<file path="src/rtl/ext_mem_arb_pkg.sv">
// ext_mem_arb_pkg
// Shared definitions for the external memory arbiter:
//   - FSM state encoding (IDLE / BUSY / DONE)
//   - requester port indices (PORT_D = data cache, PORT_I = instruction cache)
//   - default address and line widths
//   - helper turning a port index into a one-hot grant vector
package ext_mem_arb_pkg;

  localparam int ADDR_W_DEF = 32;
  localparam int LINE_W_DEF = 256;

  typedef logic [1:0] state_t;

  localparam logic [1:0] IDLE = 2'd0;
  localparam logic [1:0] BUSY = 2'd1;
  localparam logic [1:0] DONE = 2'd2;

  localparam int PORT_D = 0;
  localparam int PORT_I = 1;

  function automatic logic [1:0] port_onehot(input logic idx);
    return idx ? 2'b10 : 2'b01;
  endfunction

endpackage

</file>
<file path="src/rtl/ext_mem_rr_pick.sv">
// ext_mem_rr_pick
// Combinational two-requester round-robin select.
// Ports:
//   req        in  2  request vector, bit PORT_D = data cache, bit PORT_I = instruction cache
//   last_grant in  1  index of the port that owned the previous transaction
//   grant      out 2  one-hot winner, 00 when nobody requests
module ext_mem_rr_pick
  import ext_mem_arb_pkg::*;
(
  input  logic [1:0] req,
  input  logic       last_grant,
  output logic [1:0] grant
);

  always_comb begin
    grant = 2'b00;
    case (req)
      2'b01:   grant = 2'b01;
      2'b10:   grant = 2'b10;
      // On a tie the port that did not win last time goes next.
      2'b11:   grant = (last_grant == 1'(PORT_I)) ? port_onehot(1'(PORT_D))
                                                  : port_onehot(1'(PORT_I));
      default: grant = 2'b00;
    endcase
  end

endmodule

</file>
<file path="src/rtl/ext_mem_arbiter.sv">
// ext_mem_arbiter
// Shares one external line-wide memory interface between the L1 data cache
// (port 0) and the L1 instruction cache (port 1). Requests are granted
// round-robin, the winning request is registered onto the external bus, and
// the read line is returned with a one-cycle ack. A watchdog aborts
// transactions the memory never acknowledges and raises a sticky error.
// Ports:
//   clk, rst                       clock, synchronous active-high reset
//   p0_* / p1_*                    cache request ports (addr, cs, we, write line in,
//                                  read line out, one-cycle ack out)
//   mem_addr_o/cs_o/we_o/data_o    registered external request
//   mem_data_i, mem_ack_i          external read line and completion
//   grant_o                        one-hot owner of the current transaction
//   err_o                          sticky timeout flag
module ext_mem_arbiter
  import ext_mem_arb_pkg::*;
#(
  parameter int ADDR_W  = ADDR_W_DEF,
  parameter int LINE_W  = LINE_W_DEF,
  parameter int TIMEOUT = 1023
) (
  input  logic              clk,
  input  logic              rst,
  input  logic [ADDR_W-1:0] p0_addr_i,
  input  logic              p0_cs_i,
  input  logic              p0_we_i,
  input  logic [LINE_W-1:0] p0_data_i,
  output logic [LINE_W-1:0] p0_data_o,
  output logic              p0_ack_o,
  input  logic [ADDR_W-1:0] p1_addr_i,
  input  logic              p1_cs_i,
  input  logic              p1_we_i,
  input  logic [LINE_W-1:0] p1_data_i,
  output logic [LINE_W-1:0] p1_data_o,
  output logic              p1_ack_o,
  output logic [ADDR_W-1:0] mem_addr_o,
  output logic              mem_cs_o,
  output logic              mem_we_o,
  output logic [LINE_W-1:0] mem_data_o,
  input  logic [LINE_W-1:0] mem_data_i,
  input  logic              mem_ack_i,
  output logic [1:0]        grant_o,
  output logic              err_o
);

  localparam int CNT_W = $clog2(TIMEOUT + 1);

  state_t            state_reg;
  logic [CNT_W-1:0]  cnt_reg;
  logic [CNT_W-1:0]  cnt_next;
  logic              last_grant_reg;
  logic [1:0]        grant_reg;
  logic [1:0]        pick;
  logic [ADDR_W-1:0] mem_addr_reg;
  logic              mem_cs_reg;
  logic              mem_we_reg;
  logic [LINE_W-1:0] mem_data_reg;
  logic [LINE_W-1:0] p0_data_reg;
  logic [LINE_W-1:0] p1_data_reg;
  logic              p0_ack_reg;
  logic              p1_ack_reg;
  logic              err_reg;

  ext_mem_rr_pick u_pick (
    .req        ({p1_cs_i, p0_cs_i}),
    .last_grant (last_grant_reg),
    .grant      (pick)
  );

  assign cnt_next = cnt_reg + 1'b1;

  always_ff @(posedge clk) begin
    if (rst) begin
      state_reg      <= IDLE;
      cnt_reg        <= '0;
      last_grant_reg <= 1'(PORT_I);
      grant_reg      <= 2'b00;
      mem_addr_reg   <= '0;
      mem_cs_reg     <= 1'b0;
      mem_we_reg     <= 1'b0;
      mem_data_reg   <= '0;
      p0_data_reg    <= '0;
      p1_data_reg    <= '0;
      p0_ack_reg     <= 1'b0;
      p1_ack_reg     <= 1'b0;
      err_reg        <= 1'b0;
    end else begin
      // Acks are single-cycle pulses; only the BUSY exit raises them.
      p0_ack_reg <= 1'b0;
      p1_ack_reg <= 1'b0;
      case (state_reg)
        IDLE: begin
          if (pick != 2'b00) begin
            grant_reg      <= pick;
            last_grant_reg <= pick[PORT_I];
            mem_cs_reg     <= 1'b1;
            mem_addr_reg   <= pick[PORT_I] ? p1_addr_i : p0_addr_i;
            mem_we_reg     <= pick[PORT_I] ? p1_we_i   : p0_we_i;
            mem_data_reg   <= pick[PORT_I] ? p1_data_i : p0_data_i;
            cnt_reg        <= '0;
            state_reg      <= BUSY;
          end
        end
        BUSY: begin
          // The memory ack is checked first so it beats a same-cycle timeout.
          if (mem_ack_i) begin
            mem_cs_reg <= 1'b0;
            if (grant_reg[PORT_I]) begin
              p1_ack_reg <= 1'b1;
              if (!mem_we_reg) p1_data_reg <= mem_data_i;
            end else begin
              p0_ack_reg <= 1'b1;
              if (!mem_we_reg) p0_data_reg <= mem_data_i;
            end
            state_reg <= DONE;
          end else if (cnt_next == CNT_W'(TIMEOUT)) begin
            mem_cs_reg <= 1'b0;
            err_reg    <= 1'b1;
            if (grant_reg[PORT_I]) begin
              p1_ack_reg  <= 1'b1;
              p1_data_reg <= '0;
            end else begin
              p0_ack_reg  <= 1'b1;
              p0_data_reg <= '0;
            end
            state_reg <= DONE;
          end else begin
            cnt_reg <= cnt_next;
          end
        end
        DONE: begin
          grant_reg <= 2'b00;
          state_reg <= IDLE;
        end
        default: state_reg <= IDLE;
      endcase
    end
  end

  assign p0_data_o  = p0_data_reg;
  assign p0_ack_o   = p0_ack_reg;
  assign p1_data_o  = p1_data_reg;
  assign p1_ack_o   = p1_ack_reg;
  assign mem_addr_o = mem_addr_reg;
  assign mem_cs_o   = mem_cs_reg;
  assign mem_we_o   = mem_we_reg;
  assign mem_data_o = mem_data_reg;
  assign grant_o    = grant_reg;
  assign err_o      = err_reg;

endmodule
</file>
<file path="config.mk">
export PLATFORM = sky130hd
export DESIGN_NAME = ext_mem_arbiter
export DESIGN_NICKNAME = d
export VERILOG_FILES = /design/src/rtl/ext_mem_arb_pkg.sv /design/src/rtl/ext_mem_rr_pick.sv /design/src/rtl/ext_mem_arbiter.sv
export SDC_FILE = /design/constraint.sdc
export NUM_CORES = 2
export LEC_CHECK = 0
export CAP_MARGIN = 10
export CORE_AREA = 2 2 635 637
export DETAILED_ROUTE_END_ITERATION = 6
export DIE_AREA = 0 0 637 639
export REMOVE_ABC_BUFFERS = 1
export SLEW_MARGIN = 30
export SYNTH_ARGS = -nofsm -noshare
export SYNTH_HDL_FRONTEND = slang
export SYNTH_SLANG_ARGS = --single-unit
export TNS_END_PERCENT = 30
</file>
<file path="constraint.sdc">
create_clock -name clk -period 5.4 [get_ports clk]
set_input_delay 1.08 -clock clk [delete_from_list [all_inputs] [get_ports clk]]
set_output_delay 1.08 -clock clk [all_outputs]
set_load 0.01 [all_outputs]
</file>
==> reports/metrics.cfg <==
[timing]
hold_viol = 0
finalCritPeriodShare = 0.6290
slew_violations = 0
final.setup.tns_ns = 0
slew-limit-headroom = 0.3684
worstMarginPinSlew_ns = 0.9444
finClkSkew_ns = 0.07364
rsz0062_at_grt = false
worst_slack_ns = 2.004
fmax_mhz = 294.4
setup_violations = 0
period_needed_ns = 3.396

[floorplanning]
start_util = 0.06986
die_area_um2 = 407000
pin_count = 1646
die_x_um = 637
rows = 233
core_area_um2 = 400900
die_h_um = 639

[setup_path]
cp.required_ns = 4.32
reg2reg_depth = 8
crit_arrival_ns = 2.32
r2r_end = p1_data_o[5]
start_kind = register
r2r_slack_ns = 2.05
cp-end-kind = output pin
crit_buf_inv = 1
path_class = reg2out
regToRegStartpoint = cnt_reg[4]
path_cells = clkdlybuf4s50_1
cp_top_family = buffers and inverters
slowest_delay_ns = 1.06
critPathSlowestCell = clkdlybuf4s50_1
crit_fanout = 2

[route]
ant_nets = 0
drc = 54
avgViaCountPerCell = 3.318
via_count = 31630
wl_per_cell_um = 34.10
first_iter_violations = 4504
drt_pass1_iterations = 7
wirelength_um = 325200

[logic_synthesis]
muxShareOfSynthArea = 0
synth_edf_count = 0
synth_top_family_by_area = compound AO/OA/AOI/OAI gates
yosys-top-cells-area = dfxtp_1, a222oi_1, a32o_1
synth-xor-area-share = 0.001251
synth_flop_cell = dfxtp_1
syn_inst = 2572
synth.top_cell.area_share = 0.5862
syn_area_um2 = 28000
synthAdderAreaFrac = 0.0008937
synth_cell_types = 42
ys_async_sr_fraction = 0
ys_seq_area_frac = 0.5862
synth_warnings = 0
synth_compound_area_frac = 0.2830
synth_seq_cells = 820
synth.avg_cell_area_um2 = 10.89
synthSimpleGateAreaFrac = 0.08387
netlist.top_cell.by_area = dfxtp_1

[final_layout]
drive_gt1_frac = 0.06523
final_cell_mix = clkdlybuf4s50_1, dfxtp_1, nor2_1, a222oi_1, nand2_1
nFillCells = 45290
num-nets-final = 4929
final_common_cell = clkdlybuf4s50_1
area_growth_pct = 93.53
final_util = 0.1352

[min_path]
holdPathStages = 1
min_to = p0_data_o[157]
hold_start = p0_data_o[157]
hp-class = reg2reg

[cts]
clk_latency_ns = 0.85
ctsResizeCount = 0
cts-root-buf = clkbuf_16
cts_setup_buffers = 0
clk_pin_slew_worst_paths_ns = 0.06
cts_buffers = 105
clockBufferDepth = 4
tritoncts = yes
cts_hold_buffers = 0
htreeDepth = 3
cts.sinks = 820

[placed_design]
dp_slack_ns = 1.807
gp_congestion = 1.021
place.port_buffers = 1645
dp_hpwl_um = 281100

[grt]
grt_overflow = 0
antenna_found_initial = 238
grt_usage = 0.1510
grt_pass1_wl_um = 384900
grt_pass1_vias = 28590
grt_max_degree = 174

[job]
drv_cap = 0

[pwr]
total_power_uw = 16940
p_per_area_nw_per_um2 = 312.7
p_leak_uw = 0.01743
vdd_drop_max_v = 0.0002374

[status]
violations = DRC
status = finished with violations

==> cells in the mapped netlist, types with 4 or more instances <==
library cell    n
clkbuf_1      249
o21ai_0         6
buf_2          47
o2bb2ai_1     256
nand2_1       264
and3_1          4
nor3_1          6
o31ai_1         4
nor2_1        302
a21oi_1        11
dfxtp_1       820
inv_1           6
a222oi_1      289
nand3_1         7
a32o_1        256
buf_6           4
==> final cells by class <==
cell class	count	area [um2]	area share
multi-input cells	1443	10390	0.1917
clock buffers	141	2953	0.05449
diodes	78	195.2	0.003602
well taps	5287	6615	0.1221
inverters	6	22.52	0.0004156
clock inverters	48	460.4	0.008497
repair buffers	1712	17140	0.3163
flip-flops and latches	820	16420	0.3030
==> through the flow <==
stage / hold slack (ns) / cells / area, um2
6_report: 0.4574 / 9535 / 54190
5_1_grt: 0.4733 / 9509 / 54130
4_1_cts: 0.4614 / 9456 / 53960
3_5_place_dp: 0.4420 / 9267 / 50550
3_3_place_gp: 0.4429 / 9265 / 50590
2_1_floorplan: 0.4383 / 2269 / 26770
==> logic make-up (layout without fill, tap and decap cells) <==
kind of cell,count (synthesis),count (layout)
AO/OA/AOI/OAI,837,837
XOR/XNOR,4,4
adder cells (fa/ha/maj),2,2
buffers and inverters,309,1907
flip-flops,820,820
other,0,78
AND/OR/NAND/NOR,600,600
==> power by group <==
group / switching [uW] / internal (uW) / leakage [uW]
combinational: 1680 / 1470 / 0.00907
clock: 3090 / 4090 / 0.00168
sequential: 226 / 6390 / 0.00668
total: 5000 / 11900 / 0.0174
==> worst max-delay path by stage <==
stage / end / slack [ns] / start / cells after the start
floorplan: p1_data_o[0] / -35.53 / state_reg[0] / 3
global placement: p0_data_o[136] / 1.50 / mem_ack_i / 6
detailed placement: p1_data_o[126] / 1.81 / mem_ack_i / 6
CTS: mem_we_o / 1.67 / mem_we_o / 1
global route: mem_we_o / 1.81 / mem_we_o / 1
finish: p0_data_o[254] / 2.00 / p0_data_o[254] / 1
==> routing by layer <==
metal	vias to the layer above	track usage	share of wire
met3	692	0.07324	0.12
li1	13310	-	-
met4	128	0.07574	0.057
met1	15500	0.1370	0.31
met2	2001	0.2778	0.52
met5	-	0	0.0027
Note: power is estimated with default switching activity, not from simulation.
